--- src/rtl/bcd_serial_add_ctrl_pkg.sv ---
// Shared constants, FSM state type and digit validity helper for the serial BCD adder.
package bcd_pkg;

  localparam int DIGIT_W  = 4;
  localparam int BCD_BASE = 10;

  typedef enum logic [1:0] {IDLE, ADD, DONE} bcd_state_t;

  function automatic logic is_bcd(input logic [DIGIT_W-1:0] digit);
    return digit < DIGIT_W'(BCD_BASE);
  endfunction

endpackage

--- src/rtl/bcd_serial_add_ctrl_if.sv ---
// Requester <-> controller bus: operands and start in, packed-BCD result and status out.
interface bcd_serial_add_ctrl_if #(
  parameter int N_DIGITS = 4
);

  logic                  start;
  logic [4*N_DIGITS-1:0] a;
  logic [4*N_DIGITS-1:0] b;
  logic [4*N_DIGITS-1:0] sum;
  logic                  cout;
  logic                  busy;
  logic                  done;
  logic                  err;

  modport master (
    output start, a, b,
    input  sum, cout, busy, done, err
  );

  modport slave (
    input  start, a, b,
    output sum, cout, busy, done, err
  );

endinterface

--- src/rtl/bcd_serial_add_ctrl_digit_add.sv ---
// One decimal digit position: binary add of two digits plus carry, folded back to base 10.
module bcd_digit_add
  import bcd_pkg::*;
(
  input  logic [DIGIT_W-1:0] a_d,
  input  logic [DIGIT_W-1:0] b_d,
  input  logic               cin,
  output logic [DIGIT_W-1:0] units,
  output logic               cout
);

  logic [DIGIT_W:0] s;
  logic [DIGIT_W:0] rem;

  // Non-BCD digits can push s past 19; carry is clamped to one bit regardless.
  always_comb begin
    s     = (DIGIT_W+1)'(a_d) + (DIGIT_W+1)'(b_d) + (DIGIT_W+1)'(cin);
    rem   = s % (DIGIT_W+1)'(BCD_BASE);
    units = rem[DIGIT_W-1:0];
    cout  = s >= (DIGIT_W+1)'(BCD_BASE);
  end

endmodule

--- src/rtl/bcd_serial_add_ctrl.sv ---
// Serial N-digit packed-BCD adder controller, one digit per clock, LSD first.
// Optional macro BCD_CHECK_EN flags operands containing digits above 9 on err.
module bcd_serial_add_ctrl
  import bcd_pkg::*;
#(
  parameter int N_DIGITS = 4
) (
  input  logic                 clk,
  input  logic                 rst,
  bcd_serial_add_ctrl_if.slave bus,
  output bcd_state_t           state_dbg_o
);

  localparam int W     = DIGIT_W * N_DIGITS;
  localparam int IDX_W = (N_DIGITS > 1) ? $clog2(N_DIGITS) : 1;
  localparam logic [IDX_W-1:0] LAST_IDX = IDX_W'(N_DIGITS - 1);

  // Handshake: start is a one-cycle request honoured only in IDLE (otherwise dropped);
  // busy covers the digit cycles; done is a one-cycle strobe qualifying sum/cout.
  bcd_state_t         state_q;
  logic [IDX_W-1:0]   idx_q;
  logic               carry_q;
  logic               cout_q;
  logic               busy_q;
  logic               done_q;
  logic [W-1:0]       a_q;
  logic [W-1:0]       b_q;
  logic [W-1:0]       sum_q;
  logic [DIGIT_W-1:0] a_dig;
  logic [DIGIT_W-1:0] b_dig;
  logic [DIGIT_W-1:0] units;
  logic               dig_cout;

  assign a_dig = a_q[DIGIT_W*idx_q +: DIGIT_W];
  assign b_dig = b_q[DIGIT_W*idx_q +: DIGIT_W];

  bcd_digit_add u_digit (
    .a_d   (a_dig),
    .b_d   (b_dig),
    .cin   (carry_q),
    .units (units),
    .cout  (dig_cout)
  );

`ifdef BCD_CHECK_EN
  logic err_q;
  logic bad_digit;

  always_comb begin
    bad_digit = 1'b0;
    for (int i = 0; i < N_DIGITS; i++) begin
      if (!is_bcd(bus.a[DIGIT_W*i +: DIGIT_W]) || !is_bcd(bus.b[DIGIT_W*i +: DIGIT_W])) begin
        bad_digit = 1'b1;
      end
    end
  end

  assign bus.err = err_q;
`else
  assign bus.err = 1'b0;
`endif

  always_ff @(posedge clk) begin
    if (rst) begin
      state_q <= IDLE;
      idx_q   <= '0;
      carry_q <= 1'b0;
      cout_q  <= 1'b0;
      busy_q  <= 1'b0;
      done_q  <= 1'b0;
      a_q     <= '0;
      b_q     <= '0;
      sum_q   <= '0;
`ifdef BCD_CHECK_EN
      err_q   <= 1'b0;
`endif
    end else begin
      done_q <= 1'b0;
      case (state_q)
        IDLE: begin
          if (bus.start) begin
            a_q     <= bus.a;
            b_q     <= bus.b;
            carry_q <= 1'b0;
            idx_q   <= '0;
            sum_q   <= '0;
            cout_q  <= 1'b0;
            busy_q  <= 1'b1;
            state_q <= ADD;
`ifdef BCD_CHECK_EN
            err_q   <= bad_digit;
`endif
          end
        end
        ADD: begin
          sum_q[DIGIT_W*idx_q +: DIGIT_W] <= units;
          carry_q <= dig_cout;
          idx_q   <= idx_q + 1'b1;
          if (idx_q == LAST_IDX) begin
            busy_q  <= 1'b0;
            state_q <= DONE;
          end
        end
        DONE: begin
          cout_q  <= carry_q;
          done_q  <= 1'b1;
          state_q <= IDLE;
        end
        default: state_q <= IDLE;
      endcase
    end
  end

  assign bus.sum     = sum_q;
  assign bus.cout    = cout_q;
  assign bus.busy    = busy_q;
  assign bus.done    = done_q;
  assign state_dbg_o = state_q;

endmodule
--- src/flat_wrapper.sv ---
// flat-port wrapper written by rule: the top's interface ports become plain ports
module bcd_serial_add_ctrl_flat import bcd_pkg::*;
#(
  parameter int N_DIGITS = 4
)
  (clk, rst, state_dbg_o, bus_start, bus_a, bus_b, bus_sum, bus_cout, bus_busy, bus_done, bus_err);
  bcd_serial_add_ctrl_if #(.N_DIGITS(N_DIGITS)) bus_i ();
  input  logic clk;
  input  logic rst;
  output bcd_state_t state_dbg_o;
  input wire logic [$bits(bus_i.start)-1:0] bus_start;
  input wire logic [$bits(bus_i.a)-1:0] bus_a;
  input wire logic [$bits(bus_i.b)-1:0] bus_b;
  output wire logic [$bits(bus_i.sum)-1:0] bus_sum;
  output wire logic [$bits(bus_i.cout)-1:0] bus_cout;
  output wire logic [$bits(bus_i.busy)-1:0] bus_busy;
  output wire logic [$bits(bus_i.done)-1:0] bus_done;
  output wire logic [$bits(bus_i.err)-1:0] bus_err;
  assign bus_i.start = bus_start;
  assign bus_i.a = bus_a;
  assign bus_i.b = bus_b;
  assign bus_sum = bus_i.sum;
  assign bus_cout = bus_i.cout;
  assign bus_busy = bus_i.busy;
  assign bus_done = bus_i.done;
  assign bus_err = bus_i.err;
  bcd_serial_add_ctrl #(.N_DIGITS(N_DIGITS)) u_core (.clk(clk), .rst(rst), .bus(bus_i), .state_dbg_o(state_dbg_o));
endmodule
--- config.mk ---
export PLATFORM = sky130hd
export DESIGN_NAME = bcd_serial_add_ctrl_flat
export DESIGN_NICKNAME = d
export VERILOG_FILES = /design/src/rtl/bcd_serial_add_ctrl_pkg.sv /design/src/rtl/bcd_serial_add_ctrl_if.sv /design/src/rtl/bcd_serial_add_ctrl_digit_add.sv /design/src/rtl/bcd_serial_add_ctrl.sv /design/src/flat_wrapper.sv
export SDC_FILE = /design/constraint.sdc
export NUM_CORES = 1
export LEC_CHECK = 0
export ABC_AREA = 1
export CAP_MARGIN = 20
export CORE_AREA = 5 5 89 91
export CTS_CLUSTER_SIZE = 8
export DETAILED_ROUTE_END_ITERATION = 7
export DIE_AREA = 0 0 94 96
export PLACE_DENSITY = 0.69
export SETUP_SLACK_MARGIN = 0.3
export SLEW_MARGIN = 20
export SYNTH_ARGS = -nofsm -noshare
export SYNTH_HDL_FRONTEND = slang
export SYNTH_HIERARCHICAL = 1
export SYNTH_SLANG_ARGS = --single-unit
export TNS_END_PERCENT = 30
--- constraint.sdc ---
create_clock -name clk -period 3.6 [get_ports clk]
set_clock_uncertainty 0.05 [all_clocks]
set_input_delay 1.08 -clock clk [delete_from_list [all_inputs] [get_ports clk]]
set_output_delay 1.08 -clock clk [all_outputs]
set_load 0.03 [all_outputs]
* Word-level counts from Yosys, hierarchy flattened *
Index checks and enable logic that the tools add are counted.

storage, ports and cells
  bits in registers = 56
  bits of input ports = 35
  logic and storage cells = 47

cells by class
  $add $sub $neg = 4
  div/mod/pow operators = 1
  magnitude comparators = 1
  eq/ne operators = 5
  shift-type cells = 4
  mux-type cells = 15
  reduce and logical (&&, ||, !) cells = 8

operator list
  operator                   count
  $neg A4 Y34                1
  $shift A4 B34 Y16 const A  1
  $shiftx A4 B34 Y16         1
  $pmux W16 S2               1
  $shiftx A16 B5 Y4          2
  $bwmux W16                 1
  $mux W16                   1
  $pmux W2 S2                2
  $reduce_and A2 Y1          4
  $mux W2                    3
  $pmux W1 S2                3
  $add A4 B4 Y5              1
  $add A5 B1 Y5              1
  $ge A5 B4 Y1 const B       1
  $mod A5 B4 Y5 const B      1
  $eq A2 B2 Y1 const B       2
  $mux W1                    4
  $reduce_bool A2 Y1         2
  $reduce_and A3 Y1          1
  $add A2 B1 Y2 const B      1
  $eq A2 B1 Y1 const B       1
  $logic_not A2 Y1           1
  $ne A2 B1 Y1 const B       1
  $ne A2 B2 Y1 const B       1

* Longest topological paths before layout *
  word-level depth = 7
  depth in mapped cells = 25
  gate-level depth less buffers = 24

* By module *
The synthesis kept the hierarchy.

by module, submodules not included
  module               instances  cells an instance  area each (µm²)  sequential area each (µm²)
  bcd_serial_add_ctrl  1          328                2376.0           1121.1
  bcd_digit_add        1          63                 370.4            0.0

* Worst setup path before layout *
OpenSTA, ideal clock, no wires.

  path kind = register to register
  start = register u_core.idx_q[0]
  end = register u_core.sum_q[14], in the netlist u_core/bus.sum[14]
  arrival time = 3.267 ns
  data required time = 3.480 ns
  path slack = 0.213 ns
  cell stages (with the launch flop) = 22
  path buffers = 1
  clock period less this slack = 3.387 ns
  cell sequence = dfxtp_1 > inv_1 > clkbuf_1 > nor2_1 > o22ai_1 > inv_1 > fa_1 > fa_1 > xnor2_1 > ha_1 > inv_1 > nand3_1 > nand3_1 > nand3_2 > nand2_2 > nand2_1 > nand2_1 > nand2_1 > inv_1 > nor3_1 > nand2_1 > a21oi_1

between the ends
  longest elaborated chain between the ends = 7
  elaborated cells on any way between the ends = 10
  those cells by class = add/sub (3); div (1); shift (4); mux (2)

ends and longest elaborated chain
  what                           line                                 text
  start, declared                bcd_serial_add_ctrl.sv:21            logic [IDX_W-1:0] idx_q;
  start signal, assigned         bcd_serial_add_ctrl.sv:98            idx_q <= idx_q + 1'b1;
  $shiftx A16 B5 Y4              bcd_serial_add_ctrl.sv:34            assign a_dig = a_q[DIGIT_W*idx_q +: DIGIT_W];
  net u_core.a_dig[0]            bcd_serial_add_ctrl.sv:29            logic [DIGIT_W-1:0] a_dig;
  $add A4 B4 Y5                  bcd_serial_add_ctrl_digit_add.sv:17  s = (DIGIT_W+1)'(a_d) + (DIGIT_W+1)'(b_d) + (DIGIT_W+1)'(cin);
  $add A5 B1 Y5                  bcd_serial_add_ctrl_digit_add.sv:17
  $mod A5 B4 Y5                  bcd_serial_add_ctrl_digit_add.sv:18  rem = s % (DIGIT_W+1)'(BCD_BASE);
  net u_core.units[2]            bcd_serial_add_ctrl.sv:31            logic [DIGIT_W-1:0] units;
  $shiftx A4 B34 Y16             bcd_serial_add_ctrl.sv:96            sum_q[DIGIT_W*idx_q +: DIGIT_W] <= units;
  $bwmux W16                     bcd_serial_add_ctrl.sv:96
  $pmux W16 S2                   bcd_serial_add_ctrl.sv:79            case (state_q)
  end signal, assigned by index  bcd_serial_add_ctrl.sv:96
  end, declared                  bcd_serial_add_ctrl.sv:28            logic [W-1:0] sum_q;

The timed path passes the listed nets, and every way through them passes these cells.
A chain may end at the register's enable or synchronous reset.

* Worst setup path after layout *
  start = register u_core.idx_q[1]
  end = register u_core.sum_q[11], in the netlist u_core/bus.sum[11]

between the ends
  longest elaborated chain between the ends = 7
  elaborated cells on any way between the ends = 10
  those cells by class = add/sub (3); div (1); shift (4); mux (2)

ends and longest elaborated chain
  what                 line                                 text
  $shiftx A16 B5 Y4    bcd_serial_add_ctrl.sv:35            assign b_dig = b_q[DIGIT_W*idx_q +: DIGIT_W];
  net u_core.b_dig[0]  bcd_serial_add_ctrl.sv:30            logic [DIGIT_W-1:0] b_dig;
  $add A4 B4 Y5        bcd_serial_add_ctrl_digit_add.sv:17
  $add A5 B1 Y5        bcd_serial_add_ctrl_digit_add.sv:17
  $mod A5 B4 Y5        bcd_serial_add_ctrl_digit_add.sv:18
  net u_core.units[3]  bcd_serial_add_ctrl.sv:31
  $shiftx A4 B34 Y16   bcd_serial_add_ctrl.sv:96
  $bwmux W16           bcd_serial_add_ctrl.sv:96
  $pmux W16 S2         bcd_serial_add_ctrl.sv:79

The timed path passes the listed nets, and every way through them passes these cells.

==> summary.md <==
The first global-routing pass estimated 11500 um of wire. The number of inserted diodes was 0; the initial DRC count was 178. In this run the most critical hold path is launched from u_core/bus.sum[7].

The maximum number of pins on one net before global-route repair is 39, and the share of the clock period used by the worst path is 0.893. For this block, the routed nets add up to 7140 um of wire. Share of cells above drive strength 1: 0.165. Setup violations remaining at the end of the flow were counted as 0. Overall die width: 94 um.

The final layout contains 501 nets. Measured along the y axis, the die boundary spans 96 um. The run gives 0.903 as the final weighted congestion in routability-driven placement.

The path class of the lowest-slack min-delay path is flip-flop to flip-flop. The flow ran to the end, and the final reports show no timing, DRC or antenna violations. In this run the clock root is driven by a sky130_fd_sc_hd__clkbuf_8. The clock edge transition at the registers on the reported setup and hold paths is 0.10 ns, and the total of max-cap violations is 0. The number of antenna violations at the first check in global routing was 0. Summed over all failing endpoints, the final setup total negative slack is 0 ns.

In this run the static leakage power is 1.49 nW. Compared with the post-synthesis result, the final layout area differs by 35.8%. The die area is 0.00902 mm2. The aggregate global-route resource usage was 0.158. Across all setup checks in the final design, the least slack found is 0.386 ns. For the overall overflow remaining after global route, the log shows 0.

The category of the worst setup path launch point is a flip-flop. The startpoint identified for the worst register-to-register timing path is u_core/idx_q[1]. The worst max-slew margin expressed relative to the limit was 0.486.

The longest clock path from root to sink contains 2 buffers. In this run the tool buffered the top-level ports with 55 buffer cells. The tools report the count of H-tree levels built during CTS as 2.

Clock tree synthesis inserted a total of 5 buffers. The later pin in the worst-skew pair is clocked with a latency of 0.32 ns. The tools report the number of placed I/O pins as 57. The cell area that synthesis handed to floorplanning was 0.00275 mm2. Synthesis handed over a netlist of 391 instances. The clock drives 56 sinks. The register area share after synthesis was 0.408; the number of pins exceeding their max-slew limit in the final report was 0.

The pin slew with the least headroom to its limit is 0.770 ns, and the number of endpoints with negative hold slack in the final report is 0. Largest fanout of any net on the critical path: 7. The tools report the startpoint of the worst setup timing path as u_core/idx_q[1].

After detailed routing, the average wire length per cell comes to 12.9 um. After floorplanning, the core was sized to cover 0.00706 mm2. Counting flops and latches in the post-synthesis netlist gives 56. The via density per instance came out at 4.90. The cell with the most instances on the worst path is sky130_fd_sc_hd__nand2_1. In the routed design, unresolved DRC markers number 0. Yosys printed 6 warnings.

After floorplanning, the core was divided into 31 placement rows. The run gives 0.389 as the effective utilization at floorplan. The tools report the final core area utilization as 0.528. At the worst endpoint, the arrival time is 3.41 ns.

For this design, the CTS-stage hold fixing added 0 buffers. Walking the worst path, the cells encountered are buf_6, o21ai_2, o22ai_1, inv_1, fa_2, fa_2, xnor2_2, buf_4, inv_2, ha_1, inv_1, a21oi_2, nand2_1, nand2_1, nand2_1, inv_1, nand2_1, nor2_1, nand4_1, a21oi_1. TritonCTS built the clock tree. OpenSTA, run right after detailed placement, puts the worst setup slack at 0.0652 ns.

Startpoint-to-endpoint class of the critical path: flip-flop to flip-flop. The HPWL reported at the end of detailed placement is 5030 um, and the power per standard cell area is 436 mW/mm2. The endpoint type of the worst setup path was a flip-flop.

In this run, distinct cell masters in the synthesized netlist total 27. The detailed router placed 2711 vias in this run. When the netlist entered floorplanning its net count stood at 439. IR analysis of the VDD net gives a maximum drop of 0.000200 V. The endpoint required time on the critical path is 3.80 ns, and the synthesized area divided by synthesized cell count is 7.02 um2. In this design, the stage delay of the slowest critical-path cell is 0.42 ns.

The minimum period implied by the final worst setup slack was 3.21 ns; the first-pass iteration count of the detailed router was 4. The maximum achievable frequency is 311 MHz, and the sum of buffers and inverters on the critical path is 6. On the critical path, the stage with the largest delay is an instance of sky130_fd_sc_hd__dfxtp_4. Among cell families on the critical path, the largest total delay comes from adder cells.

Setup repair after global routing could not meet its margin everywhere. The tools report the number of nets with antenna violations after routing as 0. The run gives 2593 as the via count of the first global-routing pass.
-- state kept, by name, indices dropped and copies added, names as in the netlist --
register,flops
u_core/carry_q,1
u_core/bus.sum,16
u_core/b_q,16
u_core/bus.done,1
u_core/idx_q,2
u_core/state_dbg_o,2
u_core/bus.busy,1
u_core/bus.cout,1
u_core/a_q,16
-- path summary, 6_finish.rpt --
check / to / cells past startpoint / slack (ns)
setup / recovery: u_core/bus.sum[11] / 20 / 0.39
hold / removal: u_core/bus.sum[7] / 2 / 0.42
setup reg to reg: u_core/bus.sum[11] / 20 / 0.39
hold reg to reg: u_core/bus.sum[7] / 2 / 0.42
-- cells by family after synthesis --
family / after synthesis / share of synthesized area
and+or+nand+nor: 188 / 0.287
other: 1 / 0.00137
DFF: 56 / 0.408
buffers and inverters: 48 / 0.0747
xor gates and xnor gates: 1 / 0.00319
AOI/OAI and AO/OA: 84 / 0.161
adders and majority gates: 13 / 0.0647
-- synthesized netlist by cell type (all sizes together) --
library cell  count  area, um2
buf               9       58.8
dfxtp            56       1120
nor2             98        380
nand3b            1       7.51
clkbuf           10       37.5
inv              29        109
ha               11        138
fa                2       40.0
nand3            24        130
xnor2             1       8.76
nor3              3       15.0
conb              1       3.75
a21oi            24        124
nand4             4       25.0
o22ai             8       50.1
nand2            58        230
o21ai            52        268
-- layout make-up --
| class | instances | area, um2 |
|---|---|---|
| clock buffer | 5 | 68.8 |
| clock inverter | 3 | 23.8 |
| fill | 688 | 3330 |
| inverter | 29 | 114 |
| multi-input combinational | 287 | 1520 |
| sequential | 56 | 1130 |
| tap | 99 | 124 |
| timing repair buffer | 74 | 751 |
-- worst reg2reg max path, cell delays in order, from the launching register on --
cell and delay, ns:
sky130_fd_sc_hd__dfxtp_4 0.42, sky130_fd_sc_hd__buf_6 0.14, sky130_fd_sc_hd__o21ai_2 0.05, sky130_fd_sc_hd__o22ai_1 0.19, sky130_fd_sc_hd__inv_1 0.09, sky130_fd_sc_hd__fa_2 0.39
sky130_fd_sc_hd__fa_2 0.40, sky130_fd_sc_hd__xnor2_2 0.16, sky130_fd_sc_hd__buf_4 0.14, sky130_fd_sc_hd__inv_2 0.07, sky130_fd_sc_hd__ha_1 0.14, sky130_fd_sc_hd__inv_1 0.04
sky130_fd_sc_hd__a21oi_2 0.17, sky130_fd_sc_hd__nand2_1 0.07, sky130_fd_sc_hd__nand2_1 0.05, sky130_fd_sc_hd__nand2_1 0.05, sky130_fd_sc_hd__inv_1 0.10, sky130_fd_sc_hd__nand2_1 0.07
sky130_fd_sc_hd__nor2_1 0.09, sky130_fd_sc_hd__nand4_1 0.11, sky130_fd_sc_hd__a21oi_1 0.16
-- what timing repair did --
action,4_1_cts,5_1_grt
gates resized for setup,11,31
endpoints found under the setup margin,12,12
buffers inserted,3,8
pin swaps,2,19
gates cloned,1,1
-- power by group --
| part | internal, mW | leakage, nW | total (mW) | switching [mW] |
|---|---|---|---|---|
| sequential | 0.658 | 0.461 | 0.684 | 0.0261 |
| combinational | 0.241 | 0.993 | 0.586 | 0.345 |
| clock | 0.138 | 0.0404 | 0.354 | 0.216 |
| total | 1.04 | 1.49 | 1.62 | 0.587 |
-- cells in the final DEF, fill, tap and decap left out, types with 3 or more instances in the layout --
cell type,netlist,routed
sky130_fd_sc_hd__a21oi_1,23,21
sky130_fd_sc_hd__a21oi_2,1,3
sky130_fd_sc_hd__buf_4,3,14
sky130_fd_sc_hd__clkbuf_8,0,5
sky130_fd_sc_hd__clkdlybuf4s50_1,0,55
sky130_fd_sc_hd__dfxtp_1,56,54
sky130_fd_sc_hd__ha_1,11,10
sky130_fd_sc_hd__inv_1,25,20
sky130_fd_sc_hd__inv_2,4,7
sky130_fd_sc_hd__nand2_1,53,45
sky130_fd_sc_hd__nand2_2,5,12
sky130_fd_sc_hd__nand3_1,22,17
sky130_fd_sc_hd__nand3_2,2,6
sky130_fd_sc_hd__nand4_1,4,4
sky130_fd_sc_hd__nor2_1,95,93
sky130_fd_sc_hd__nor2_2,2,4
sky130_fd_sc_hd__o21ai_0,30,28
sky130_fd_sc_hd__o21ai_1,20,21
sky130_fd_sc_hd__o21ai_2,2,3
sky130_fd_sc_hd__o22ai_1,8,8
-- stage by stage --
step	std cells	area, um2	power, mW	hold WS, ns
floorplan	391	2760	1.03	0.399
global placement	532	3380	1.15	0.398
detailed placement	532	3380	1.16	0.404
global route	553	3730	1.73	0.444
CTS	544	3550	1.55	0.419
finish	553	3730	1.62	0.415
-- per-layer routing --
layer,vias up,global-route usage,wire [um]
met5,-,0,0
met4,0,0.0674,140
met3,12,0.0266,315
met2,69,0.264,3550
met1,1243,0.203,3130
li1,1387,-,-
No activity file was read; power rests on OpenSTA's default activity.
